**config.mk**
```make
export PLATFORM = sky130hd
export DESIGN_NAME = alu_cmd_responder_flat
export DESIGN_NICKNAME = d
export VERILOG_FILES = /design/src/rtl/alu_resp_pkg.sv /design/src/rtl/alu_cmd_responder_if.sv /design/src/rtl/alu_resp_fifo.sv /design/src/rtl/alu_cmd_responder.sv /design/src/flat_wrapper.sv
export SDC_FILE = /design/constraint.sdc
export NUM_CORES = 1
export LEC_CHECK = 0
export ABC_CLOCK_PERIOD_IN_PS = 2300
export CAP_MARGIN = 20
export CELL_PAD_IN_SITES_DETAIL_PLACEMENT = 0
export CELL_PAD_IN_SITES_GLOBAL_PLACEMENT = 1
export CORE_ASPECT_RATIO = 0.5
export CORE_UTILIZATION = 40
export DETAILED_ROUTE_END_ITERATION = 10
export GPL_ROUTABILITY_DRIVEN = 0
export PLACE_DENSITY = 0.74
export SLEW_MARGIN = 0
export SYNTH_ARGS = -nofsm -noshare
export SYNTH_HDL_FRONTEND = slang
export SYNTH_SLANG_ARGS = --single-unit
```
**constraint.sdc**
```tcl
create_clock -name clk -period 2.3 [get_ports clk]
set_input_delay 0.46 -clock clk [delete_from_list [all_inputs] [get_ports clk]]
set_output_delay 0.46 -clock clk [all_outputs]
set_load 0.005 [all_outputs]
```
**src/rtl/alu_resp_pkg.sv**
```systemverilog
// Shared constants for the ALU command responder: opcodes, FSM encoding, flag bit positions.
package alu_resp_pkg;

  localparam logic [2:0] OP_ADD = 3'b000;
  localparam logic [2:0] OP_SUB = 3'b001;
  localparam logic [2:0] OP_AND = 3'b010;
  localparam logic [2:0] OP_OR  = 3'b011;
  localparam logic [2:0] OP_XOR = 3'b100;
  localparam logic [2:0] OP_NOT = 3'b101;
  localparam logic [2:0] OP_SHL = 3'b110;
  localparam logic [2:0] OP_MUL = 3'b111;

  localparam logic [1:0] StIdle = 2'd0;
  localparam logic [1:0] StExec = 2'd1;
  localparam logic [1:0] StMul  = 2'd2;
  localparam logic [1:0] StPush = 2'd3;

  // Bit positions inside the 4-bit flag field stored in each response entry.
  localparam int unsigned FLAG_ZF   = 0;
  localparam int unsigned FLAG_CF   = 1;
  localparam int unsigned FLAG_SF   = 2;
  localparam int unsigned FLAG_GT   = 3;
  localparam int unsigned NUM_FLAGS = 4;

endpackage

```
**src/rtl/alu_cmd_responder_if.sv**
```systemverilog
// Request/response channel between a command initiator (master) and the ALU responder (slave).
interface alu_cmd_responder_if #(
  parameter int unsigned WIDTH = 6,
  parameter int unsigned TAG_W = 2
) ();

  logic             req_valid;
  logic             req_ready;
  logic [2:0]       req_op;
  logic [WIDTH-1:0] req_a;
  logic [WIDTH-1:0] req_b;
  logic [TAG_W-1:0] req_tag;
  logic             resp_valid;
  logic             resp_ready;
  logic [WIDTH-1:0] result;
  logic [TAG_W-1:0] resp_tag;
  logic             gt_zero_flag;
  logic             SF;
  logic             CF;
  logic             ZF;
  logic             err;
  logic             busy;

  modport master (
    output req_valid, req_op, req_a, req_b, req_tag, resp_ready,
    input  req_ready, resp_valid, result, resp_tag, gt_zero_flag, SF, CF, ZF, err, busy
  );

  modport slave (
    input  req_valid, req_op, req_a, req_b, req_tag, resp_ready,
    output req_ready, resp_valid, result, resp_tag, gt_zero_flag, SF, CF, ZF, err, busy
  );

endinterface

```
**src/rtl/alu_resp_fifo.sv**
```systemverilog
// Synchronous response FIFO; dout shows the head entry and is forced to 0 when empty.
module alu_resp_fifo #(
  parameter int unsigned DW    = 8,
  parameter int unsigned DEPTH = 2
) (
  input  logic          clk,
  input  logic          reset,
  input  logic          push,
  input  logic          pop,
  input  logic [DW-1:0] din,
  output logic          full,
  output logic          empty,
  output logic [DW-1:0] dout
);

  localparam int unsigned PtrW = $clog2(DEPTH);

  logic [DW-1:0]   mem_q [DEPTH];
  logic [PtrW-1:0] wr_ptr_q, rd_ptr_q;
  logic [PtrW:0]   count_q;
  logic            do_push, do_pop;

  assign full    = (count_q == (PtrW + 1)'(DEPTH));
  assign empty   = (count_q == '0);
  assign do_push = push & ~full;
  assign do_pop  = pop & ~empty;
  assign dout    = empty ? '0 : mem_q[rd_ptr_q];

  // Storage array, no reset needed since reads are masked while empty.
  always_ff @(posedge clk) begin
    if (do_push) mem_q[wr_ptr_q] <= din;
  end

  // Pointer and occupancy tracking; simultaneous push and pop keep the count.
  always_ff @(posedge clk or posedge reset) begin
    if (reset) begin
      wr_ptr_q <= '0;
      rd_ptr_q <= '0;
      count_q  <= '0;
    end else begin
      if (do_push) wr_ptr_q <= wr_ptr_q + PtrW'(1);
      if (do_pop)  rd_ptr_q <= rd_ptr_q + PtrW'(1);
      if (do_push && !do_pop)      count_q <= count_q + (PtrW + 1)'(1);
      else if (!do_push && do_pop) count_q <= count_q - (PtrW + 1)'(1);
    end
  end

endmodule

```
**src/rtl/alu_cmd_responder.sv**
```systemverilog
// ALU command responder: accepts one op at a time, executes it and buffers the response.
// Optional feature macro: ALU_MULT_EN builds the iterative shift-add multiplier for op 111;
// without it op 111 completes on the EXEC path with err=1 and a zero result.
module alu_cmd_responder
  import alu_resp_pkg::*;
#(
  parameter int unsigned WIDTH      = 6,
  parameter int unsigned TAG_W      = 2,
  parameter int unsigned RESP_DEPTH = 2
) (
  input logic               clk,
  input logic               reset,
  alu_cmd_responder_if.slave bus
);

  localparam int unsigned EntryW = 1 + NUM_FLAGS + TAG_W + WIDTH;

  logic [1:0]           state_q, state_d;
  logic [2:0]           op_q;
  logic [WIDTH-1:0]     a_q, b_q, res_q;
  logic [TAG_W-1:0]     tag_q;
  logic                 cf_q, err_q;
  logic                 accept, push, full, empty;
  logic [EntryW-1:0]    din, dout;
  logic [NUM_FLAGS-1:0] flags_in, flags_out;
  logic [WIDTH-1:0]     alu_res;
  logic                 alu_cf, alu_err;
  logic [WIDTH:0]       sum, diff;

`ifdef ALU_MULT_EN
  localparam int unsigned CntW = $clog2(WIDTH);

  logic [2*WIDTH-1:0] prod_q, prod_d, mcand_q;
  logic [WIDTH-1:0]   mplier_q;
  logic [CntW-1:0]    cnt_q;
  logic               mul_done;

  assign mul_done = (cnt_q == CntW'(WIDTH - 1));
  assign prod_d   = mplier_q[0] ? prod_q + mcand_q : prod_q;
`endif

  // req_ready is forced low while reset is held, not just after it.
  assign bus.req_ready = (state_q == StIdle) && !full && !reset;
  assign accept        = bus.req_valid && bus.req_ready;
  assign push          = (state_q == StPush);
  assign bus.busy      = (state_q != StIdle);

  // Single-cycle ALU for every op except an enabled multiply.
  always_comb begin
    sum     = {1'b0, a_q} + {1'b0, b_q};
    diff    = {1'b0, a_q} - {1'b0, b_q};
    alu_res = '0;
    alu_cf  = 1'b0;
    alu_err = 1'b0;
    case (op_q)
      OP_ADD: begin alu_res = sum[WIDTH-1:0];  alu_cf = sum[WIDTH];  end
      OP_SUB: begin alu_res = diff[WIDTH-1:0]; alu_cf = diff[WIDTH]; end
      OP_AND: alu_res = a_q & b_q;
      OP_OR:  alu_res = a_q | b_q;
      OP_XOR: alu_res = a_q ^ b_q;
      OP_NOT: alu_res = ~a_q;
      OP_SHL: begin alu_res = {a_q[WIDTH-2:0], 1'b0}; alu_cf = a_q[WIDTH-1]; end
      default: alu_err = 1'b1;  // multiply reaching EXEC means the multiplier is not built
    endcase
  end

  // FSM next state: IDLE -> EXEC|MUL -> PUSH -> IDLE.
  always_comb begin
    state_d = state_q;
    case (state_q)
      StIdle: begin
        if (accept) begin
`ifdef ALU_MULT_EN
          state_d = (bus.req_op == OP_MUL) ? StMul : StExec;
`else
          state_d = StExec;
`endif
        end
      end
      StExec: state_d = StPush;
`ifdef ALU_MULT_EN
      StMul:  if (mul_done) state_d = StPush;
`else
      StMul:  state_d = StIdle;
`endif
      StPush: state_d = StIdle;
      default: state_d = StIdle;
    endcase
  end

  // Control state, latched command and the finished result waiting to be pushed.
  always_ff @(posedge clk or posedge reset) begin
    if (reset) begin
      state_q <= StIdle;
      op_q    <= '0;
      a_q     <= '0;
      b_q     <= '0;
      tag_q   <= '0;
      res_q   <= '0;
      cf_q    <= 1'b0;
      err_q   <= 1'b0;
    end else begin
      state_q <= state_d;
      if (accept) begin
        op_q  <= bus.req_op;
        a_q   <= bus.req_a;
        b_q   <= bus.req_b;
        tag_q <= bus.req_tag;
      end
      if (state_q == StExec) begin
        res_q <= alu_res;
        cf_q  <= alu_cf;
        err_q <= alu_err;
      end
`ifdef ALU_MULT_EN
      else if (state_q == StMul && mul_done) begin
        res_q <= prod_d[WIDTH-1:0];
        cf_q  <= |prod_d[2*WIDTH-1:WIDTH];
        err_q <= 1'b0;
      end
`endif
    end
  end

`ifdef ALU_MULT_EN
  // Shift-add multiplier: one multiplier bit per MUL cycle, WIDTH cycles total.
  always_ff @(posedge clk or posedge reset) begin
    if (reset) begin
      prod_q   <= '0;
      mcand_q  <= '0;
      mplier_q <= '0;
      cnt_q    <= '0;
    end else if (accept) begin
      prod_q   <= '0;
      mcand_q  <= {{WIDTH{1'b0}}, bus.req_a};
      mplier_q <= bus.req_b;
      cnt_q    <= '0;
    end else if (state_q == StMul) begin
      prod_q   <= prod_d;
      mcand_q  <= mcand_q << 1;
      mplier_q <= mplier_q >> 1;
      cnt_q    <= cnt_q + CntW'(1);
    end
  end
`endif

  // Flags are derived from the final result at push time.
  always_comb begin
    flags_in          = '0;
    flags_in[FLAG_ZF] = ~|res_q;
    flags_in[FLAG_CF] = cf_q;
    flags_in[FLAG_SF] = res_q[WIDTH-1];
    flags_in[FLAG_GT] = ~res_q[WIDTH-1] & (|res_q);
  end

  assign din = {err_q, flags_in, tag_q, res_q};

  alu_resp_fifo #(
    .DW    (EntryW),
    .DEPTH (RESP_DEPTH)
  ) u_fifo (
    .clk   (clk),
    .reset (reset),
    .push  (push),
    .pop   (bus.resp_ready),
    .din   (din),
    .full  (full),
    .empty (empty),
    .dout  (dout)
  );

  assign {bus.err, flags_out, bus.resp_tag, bus.result} = dout;
  assign bus.resp_valid   = ~empty;
  assign bus.ZF           = flags_out[FLAG_ZF];
  assign bus.CF           = flags_out[FLAG_CF];
  assign bus.SF           = flags_out[FLAG_SF];
  assign bus.gt_zero_flag = flags_out[FLAG_GT];

endmodule

```
**src/flat_wrapper.sv**
```systemverilog
// flat-port wrapper written by rule: the top's interface ports become plain ports
module alu_cmd_responder_flat import alu_resp_pkg::*;
#(
  parameter int unsigned WIDTH      = 6,
  parameter int unsigned TAG_W      = 2,
  parameter int unsigned RESP_DEPTH = 2
)
  (clk, reset, bus_req_valid, bus_req_op, bus_req_a, bus_req_b, bus_req_tag, bus_resp_ready, bus_req_ready, bus_resp_valid, bus_result, bus_resp_tag, bus_gt_zero_flag, bus_SF, bus_CF, bus_ZF, bus_err, bus_busy);
  alu_cmd_responder_if #(.WIDTH(WIDTH), .TAG_W(TAG_W)) bus_i ();
  input logic clk;
  input logic reset;
  input wire logic [$bits(bus_i.req_valid)-1:0] bus_req_valid;
  input wire logic [$bits(bus_i.req_op)-1:0] bus_req_op;
  input wire logic [$bits(bus_i.req_a)-1:0] bus_req_a;
  input wire logic [$bits(bus_i.req_b)-1:0] bus_req_b;
  input wire logic [$bits(bus_i.req_tag)-1:0] bus_req_tag;
  input wire logic [$bits(bus_i.resp_ready)-1:0] bus_resp_ready;
  output wire logic [$bits(bus_i.req_ready)-1:0] bus_req_ready;
  output wire logic [$bits(bus_i.resp_valid)-1:0] bus_resp_valid;
  output wire logic [$bits(bus_i.result)-1:0] bus_result;
  output wire logic [$bits(bus_i.resp_tag)-1:0] bus_resp_tag;
  output wire logic [$bits(bus_i.gt_zero_flag)-1:0] bus_gt_zero_flag;
  output wire logic [$bits(bus_i.SF)-1:0] bus_SF;
  output wire logic [$bits(bus_i.CF)-1:0] bus_CF;
  output wire logic [$bits(bus_i.ZF)-1:0] bus_ZF;
  output wire logic [$bits(bus_i.err)-1:0] bus_err;
  output wire logic [$bits(bus_i.busy)-1:0] bus_busy;
  assign bus_i.req_valid = bus_req_valid;
  assign bus_i.req_op = bus_req_op;
  assign bus_i.req_a = bus_req_a;
  assign bus_i.req_b = bus_req_b;
  assign bus_i.req_tag = bus_req_tag;
  assign bus_i.resp_ready = bus_resp_ready;
  assign bus_req_ready = bus_i.req_ready;
  assign bus_resp_valid = bus_i.resp_valid;
  assign bus_result = bus_i.result;
  assign bus_resp_tag = bus_i.resp_tag;
  assign bus_gt_zero_flag = bus_i.gt_zero_flag;
  assign bus_SF = bus_i.SF;
  assign bus_CF = bus_i.CF;
  assign bus_ZF = bus_i.ZF;
  assign bus_err = bus_i.err;
  assign bus_busy = bus_i.busy;
  alu_cmd_responder #(.WIDTH(WIDTH), .TAG_W(TAG_W), .RESP_DEPTH(RESP_DEPTH)) u_core (.clk(clk), .reset(reset), .bus(bus_i));
endmodule
```
## After elaboration in Yosys (flattened, before gate mapping)

Memories as Yosys holds them, arrays and structs flattened.
Index checks and enable logic that the tools add are counted.

- Flip-flop bits (word level): 31
- Bits in writable memories: 26
- Bits of input ports: 21
- Output and inout bits: 16
- Word-level logic and storage cells: 67
- Memories kept: 1

Memories:

| name | words | width | rd ports | clocked after memory_dff | wr ports | line | RTL |
|---|---|---|---|---|---|---|---|
| u_core.u_fifo.mem_q | 2 | 13 | 1 | 0 | 1 | alu_resp_fifo.sv:18 | `logic [DW-1:0] mem_q [DEPTH];` |

- Add/subtract/negate cells: 6
- Equal/unequal tests: 11
- Muxes and demuxes: 10
- Bitwise operators: 10
- Reductions and logical operators: 18

Operator list:

| cell | number |
|---|---|
| one-hot mux 6 bit (7 select lines) | 1 |
| two-way mux 13 bit | 1 |
| equality test 3 bit (second input constant) | 3 |
| adder 6 x 6 -> 7 bit | 1 |
| OR reduction 7 bit | 1 |
| subtractor 6 x 6 -> 7 bit | 1 |
| bitwise AND 6 bit | 1 |
| equality test 2 bit (second input constant) | 3 |
| equality test 3 x 2 -> 1 bit (second input constant) | 2 |
| two-way mux 2 bit | 3 |
| inverter 6 bit | 1 |
| OR 6 bit | 1 |
| one-hot mux 2 bit (3 select lines) | 1 |
| OR reduction 6 bit | 1 |
| bitwise XOR 6 bit | 1 |
| logical AND 1 bit | 5 |
| logical NOT 1 bit | 5 |
| logical NOT 2 bit | 2 |
| nonzero test 2 bit | 2 |
| bitwise AND 1 bit | 3 |
| equality test 3 x 1 -> 1 bit (second input constant) | 1 |
| logical NOT 3 bit | 1 |
| two-way mux 1 bit | 3 |
| inverter 1 bit | 3 |
| 7 further kinds | 8 |

## Logic depth before layout (Yosys ltp)

- Depth in word-level cells: 7
- Depth in mapped cells: 8
- Mapped depth without buffers: 8

## Modules after synthesis

From an unflattened synthesis, not the netlist that was laid out.

- Cells, all modules: 276
- Area, all modules: 3,169.3 um^2

By module, submodules not included:

| module | times used | cells an instance | area an instance (um^2) | seq. area each (um^2) |
|---|---|---|---|---|
| alu_cmd_responder | 1 | 201 | 1,980.6 | 675.6 |
| alu_resp_fifo | 1 | 75 | 1,188.6 | 880.8 |

## Worst setup path before layout

Ideal clock, no wire load.

- Kind: flip-flop to flip-flop
- From: reg u_core.a_q[0]
- To: reg u_core.res_q[4]
- Arrival time: 1.757 ns
- Required time: 2.171 ns
- Slack: 0.414 ns
- Cell stages (with the launch flop): 9
- Cells stage by stage: dfrtp_1 inv_1 ha_1 fa_1 o21bai_1 a21oi_1 xor2_1 a221oi_1 a21oi_1

- Longest elaborated chain between the ends: 2

RTL lines:

| what | line | RTL |
|---|---|---|
| start, declared | alu_cmd_responder.sv:20 | `logic [WIDTH-1:0] a_q, b_q, res_q;` |
| start signal, assigned | alu_cmd_responder.sv:106 | `a_q <= bus.req_a;` |
| subtractor 6 x 6 -> 7 bit / adder 6 x 6 -> 7 bit (equally long branches) | alu_cmd_responder.sv:51, alu_cmd_responder.sv:50 |  |
| one-hot mux 6 bit (7 select lines) * | alu_cmd_responder.sv:55 | `case (op_q)` |
| end signal, assigned | alu_cmd_responder.sv:111 | `res_q <= alu_res;` |
| end, declared | alu_cmd_responder.sv:20 |  |

Mark *: on every way between the ends. The rest lies on a longest branch, timed or not.
A chain may end at the register's enable or synchronous reset.

## Worst setup path in the final report

- From: in reset
- To: out bus_req_ready

- Longest elaborated chain between the ends: 2

RTL lines:

| what | line | RTL |
|---|---|---|
| start, declared | flat_wrapper.sv:11 | `input logic reset;` |
| logical NOT 1 bit | alu_cmd_responder.sv:43 | `assign bus.req_ready = (state_q == StIdle) && !full && !reset;` |
| logical AND 1 bit | alu_cmd_responder.sv:43 |  |
| end, declared | flat_wrapper.sv:18 | `output wire logic [$bits(bus_i.req_ready)-1:0] bus_req_ready;` |

Every way passes these cells.

==> metrics.txt <==
# TYPE chip_impl_metric gauge
chip_impl_info{name="run_status",value="finished, final reports clean"} 1
chip_impl_metric{name="vdd_drop_max",unit="mV"} 0.497
chip_impl_metric{name="tightest_slew",unit="ns"} 0.750
chip_impl_metric{name="clock_tree.buffer_depth",unit=""} 2
chip_impl_metric{name="min_delay_path_depth",unit=""} 1
chip_impl_metric{name="pre_cts_slack",unit="ns"} 0.101
chip_impl_info{name="cts-root-buf",value="sky130_fd_sc_hd__clkbuf_16"} 1
chip_impl_metric{name="timing_hold_violations_final",unit=""} 0
chip_impl_metric{name="multi_input_comb_area",unit="mm2"} 0.00145
chip_impl_metric{name="fp.dieArea",unit="mm2"} 0.00814
chip_impl_info{name="ys_dominant_reg_cell",value="sky130_fd_sc_hd__dfrtp_1"} 1
chip_impl_metric{name="cts.clk_slew.worst_paths",unit="ns"} 0.07
chip_impl_metric{name="dp.final_hpwl",unit="um"} 4170
chip_impl_metric{name="routed-via-count",unit=""} 2070
chip_impl_metric{name="vias_in_the_first_global_route",unit=""} 1953
chip_impl_metric{name="row_count",unit=""} 22
chip_impl_info{name="cts_tree",value="yes"} 1
chip_impl_metric{name="clkLatencyLatePin",unit="ns"} 0.29
chip_impl_metric{name="power_density",unit="mW/mm2"} 1470
chip_impl_info{name="worstReg2RegStart",value="u_core.a_q[0]"} 1
chip_impl_metric{name="synthesis.instances",unit=""} 275
chip_impl_info{name="crit_family",value="buffers and inverters"} 1
chip_impl_info{name="hp-start",value="u_core.state_q[1]"} 1
chip_impl_metric{name="fin_setup_tns",unit="ns"} 0
chip_impl_metric{name="ff_latch_area",unit="mm2"} 0.00150
chip_impl_metric{name="finish.net_count",unit=""} 351
chip_impl_info{name="critical-path-slowest-cell",value="sky130_fd_sc_hd__clkdlybuf4s50_1"} 1
chip_impl_metric{name="cts_resized",unit=""} 1
chip_impl_metric{name="synth.net_count",unit=""} 317
chip_impl_metric{name="cap_viol_max_count",unit=""} 0
chip_impl_info{name="min_to",value="u_core.state_q[0]"} 1
chip_impl_info{name="critical_path.endpoint_type",value="output port"} 1
chip_impl_metric{name="post_syn_area",unit="mm2"} 0.00311
chip_impl_metric{name="async_flop_share",unit=""} 0.564
chip_impl_metric{name="place.detailed.instances",unit=""} 398
chip_impl_metric{name="final_max_slew_violation_count",unit=""} 0
chip_impl_metric{name="cts.htree.levels",unit=""} 2
chip_impl_metric{name="cpPeakStageDelay",unit="ns"} 0.55
chip_impl_info{name="rsz0062_at_grt",value="no"} 1
chip_impl_metric{name="die_width",unit="um"} 127
chip_impl_metric{name="worstRegToRegCells",unit=""} 8
chip_impl_metric{name="final_period_minus_worst_setup_slack",unit="ns"} 2.20
chip_impl_info{name="worst-setup-path-type",value="input pin to output port"} 1
chip_impl_metric{name="io_buffer_count",unit=""} 36
chip_impl_metric{name="crit_required",unit="ns"} 1.84
chip_impl_info{name="crit-reg2reg-capture",value="u_core.res_q[4]"} 1
chip_impl_metric{name="io_pins",unit=""} 37
chip_impl_metric{name="timing.max_slew.rel_slack",unit=""} 0.500
chip_impl_metric{name="antenna_found_initial",unit=""} 0
chip_impl_metric{name="layout_stage_area_growth_over_the_synthesis_result",unit="%"} 20.1
chip_impl_metric{name="route.detailed.vias_per_inst",unit=""} 5.10
chip_impl_metric{name="worst-r2r-setup-slack",unit="ns"} 0.13
chip_impl_metric{name="fraction_of_final_layout_cells_sized_beyond_drive_strength_1",unit=""} 0.126
chip_impl_metric{name="arrival",unit="ns"} 1.74
chip_impl_metric{name="grt_start_max_net_pins",unit=""} 32
chip_impl_metric{name="floorplan.initialDensity",unit=""} 0.418
chip_impl_metric{name="antenna_violating_nets_post_route",unit=""} 0
chip_impl_metric{name="chipHeight",unit="um"} 64.3
chip_impl_metric{name="final.hold.worst_slack",unit="ns"} 0.467
chip_impl_metric{name="critical_path_peak_fanout",unit=""} 2
chip_impl_metric{name="setup_ws_final",unit="ns"} 0.103
chip_impl_metric{name="post-route-util",unit=""} 0.502
chip_impl_metric{name="finalSetupViolations",unit=""} 0
chip_impl_metric{name="grt_pass1_wl",unit="um"} 9780
chip_impl_info{name="cpMostUsedCell",value="sky130_fd_sc_hd__clkdlybuf4s50_1"} 1
chip_impl_metric{name="synth-edff-count",unit=""} 24
chip_impl_metric{name="drtIter0Drc",unit=""} 197
chip_impl_metric{name="fin_crit_sh",unit=""} 0.955
chip_impl_metric{name="timing.critical_path.buf_inv",unit=""} 2
chip_impl_metric{name="n_fill_cell",unit=""} 655
chip_impl_metric{name="power.leakage",unit="nW"} 1.59
chip_impl_metric{name="grt_use_total",unit=""} 0.157
chip_impl_info{name="worst_hold_path_type",value="flop to flop"} 1
chip_impl_metric{name="clock-skew-final",unit="ns"} 0.00648
chip_impl_metric{name="ys.warnings.count",unit=""} 0
chip_impl_metric{name="cts-hold-fix-buffers",unit=""} 0
chip_impl_info{name="cp-start-kind",value="input pin"} 1
chip_impl_metric{name="postSynthRegisterBits",unit=""} 55
chip_impl_metric{name="grt_overflow_total",unit=""} 0
chip_impl_metric{name="setup_repair_bufs_after_cts",unit=""} 0
chip_impl_metric{name="antenna_cells",unit=""} 0
chip_impl_info{name="crit_path_cell_trace",value="clkdlybuf4s50_1, nor3b_4, clkdlybuf4s50_1"} 1
chip_impl_metric{name="synth.lib_cells_used.distinct",unit=""} 50
chip_impl_metric{name="cts-buffers-inserted",unit=""} 5
chip_impl_metric{name="firstDrtPassIters",unit=""} 4
chip_impl_metric{name="cts_num_sinks",unit=""} 55
chip_impl_metric{name="post-route-drc-count",unit=""} 0
chip_impl_metric{name="synth-seq-area-share",unit=""} 0.482
chip_impl_metric{name="wl",unit="um"} 5720
chip_impl_metric{name="placeableCoreArea",unit="mm2"} 0.00743
chip_impl_metric{name="fmax",unit="GHz"} 0.455
chip_impl_metric{name="avgSynthCellArea",unit="um2"} 11.3
chip_impl_metric{name="wl_per_cell",unit="um"} 14.1
chip_impl_metric{name="layout.cells.non_filler",unit=""} 406
## area by class of cell
type,count,area share
tap,96,0.0322
timing repair buffer,42,0.109
multi-input combinational,181,0.388
clock inverter,2,0.0104
inverter,24,0.0242
sequential,55,0.402
clock buffer,6,0.0346
## cell usage in the layout, fill, tap and decap left out, drive strengths merged, types with 3 or more instances in the layout
cell type | Yosys | routed
nand3 | 3 | 3
nor2b | 3 | 3
nand2 | 11 | 11
dfrtp | 31 | 31
nor2 | 23 | 23
xnor2 | 3 | 3
mux2 | 18 | 18
xor2 | 5 | 5
nor3 | 5 | 5
clkbuf | 6 | 6
mux2i | 16 | 16
o211ai | 3 | 3
ha | 19 | 19
a31oi | 5 | 5
a21oi | 15 | 15
inv | 24 | 25
nand2b | 6 | 6
clkdlybuf4s50 | 0 | 36
or3 | 3 | 3
o21ai | 9 | 9
buf | 9 | 6
edfxtp | 24 | 24
## through the flow
stage | instance area (um2) | total power, mW
3_3_place_gp | 3550 | 4.52
5_1_grt | 3730 | 5.93
3_5_place_dp | 3550 | 4.57
6_report | 3730 | 5.47
2_1_floorplan | 3110 | 3.77
4_1_cts | 3720 | 5.45
## sequential cells by signal, indices dropped and copies added (netlist names)
name	cells
u_core.u_fifo.mem_q	24
u_core.state_q	2
u_core.op_q	3
u_core.cf_q	1
u_core.u_fifo.count_q	2
u_core.tag_q	2
u_core.res_q	6
u_core.u_fifo.rd_ptr_q	1
u_core.u_fifo.wr_ptr_q	1
u_core.err_q	1
u_core.a_q	6
u_core.b_q	6
## logic make-up (layout without fill, tap and decap cells)
group,count (synthesis),count (layout),synth area share
xor+xnor,8,8,0.0226
compound gates,55,55,0.118
buf+inv,39,74,0.0556
simple gates,63,63,0.104
flops,55,55,0.482
mux,34,34,0.128
fa+ha+maj,21,21,0.0894
## synth_stat cells, types with 2 or more instances
| cell type | count | share of area |
|---|---|---|
| sky130_fd_sc_hd__nor3_1 | 5 | 0.0081 |
| sky130_fd_sc_hd__o22ai_1 | 2 | 0.0040 |
| sky130_fd_sc_hd__buf_4 | 3 | 0.0073 |
| sky130_fd_sc_hd__nand3_1 | 3 | 0.0048 |
| sky130_fd_sc_hd__fa_1 | 2 | 0.013 |
| sky130_fd_sc_hd__nor2b_1 | 3 | 0.0060 |
| sky130_fd_sc_hd__buf_2 | 5 | 0.0081 |
| sky130_fd_sc_hd__nor2_1 | 23 | 0.028 |
| sky130_fd_sc_hd__nand2_1 | 10 | 0.012 |
| sky130_fd_sc_hd__ha_1 | 19 | 0.077 |
| sky130_fd_sc_hd__xor2_1 | 5 | 0.014 |
| sky130_fd_sc_hd__o21a_1 | 2 | 0.0048 |
| sky130_fd_sc_hd__a21o_1 | 2 | 0.0048 |
| sky130_fd_sc_hd__and3_1 | 2 | 0.0040 |
| sky130_fd_sc_hd__a2111oi_0 | 2 | 0.0056 |
| sky130_fd_sc_hd__clkbuf_1 | 5 | 0.0060 |
| sky130_fd_sc_hd__nand2b_1 | 6 | 0.012 |
| sky130_fd_sc_hd__o211ai_1 | 3 | 0.0073 |
| sky130_fd_sc_hd__or3_1 | 3 | 0.0060 |
| sky130_fd_sc_hd__edfxtp_1 | 24 | 0.23 |
| sky130_fd_sc_hd__mux2i_1 | 16 | 0.052 |
| sky130_fd_sc_hd__mux2_4 | 9 | 0.044 |
| sky130_fd_sc_hd__a31oi_1 | 5 | 0.010 |
| sky130_fd_sc_hd__mux2_2 | 9 | 0.033 |
| sky130_fd_sc_hd__nand4_1 | 2 | 0.0040 |
| sky130_fd_sc_hd__inv_1 | 24 | 0.029 |
| sky130_fd_sc_hd__xnor2_1 | 3 | 0.0085 |
| sky130_fd_sc_hd__o221a_2 | 2 | 0.0073 |
| sky130_fd_sc_hd__o21bai_1 | 2 | 0.0048 |
| sky130_fd_sc_hd__a21oi_1 | 15 | 0.024 |
| sky130_fd_sc_hd__dfrtp_1 | 31 | 0.25 |
| sky130_fd_sc_hd__o22a_1 | 2 | 0.0056 |
| sky130_fd_sc_hd__o21ai_0 | 9 | 0.015 |
## how the worst max path moves through the flow
stage                     slack (ns)               from         endpoint  cells after the start
after CTS                       0.09  u_core.state_q[0]    bus_req_ready                      3
final                           0.10              reset    bus_req_ready                      3
after global placement          0.13              reset    bus_req_ready                      3
after detailed placement        0.10              reset    bus_req_ready                      3
after floorplan                 0.41      u_core.a_q[0]  u_core.res_q[4]                      8
after global routing            0.02      u_core.a_q[0]  u_core.res_q[4]                      8
## layer usage
| metal | share of wire | vias up | track usage |
|---|---|---|---|
| met2 | 0.43 | 61 | 0.231 |
| met5 | 0 | - | 0 |
| met3 | 0.055 | 4 | 0.0369 |
| met4 | 0.0030 | 0 | 0.0377 |
| li1 | - | 1045 | - |
| met1 | 0.51 | 960 | 0.230 |
## where the power goes
part,switching (mW),total [mW],leakage [nW],internal (mW)
clock,0.332,0.850,0.0815,0.518
sequential,0.429,1.84,0.583,1.41
combinational,1.38,2.78,0.928,1.40
No activity file was read; power rests on OpenSTA's default activity.
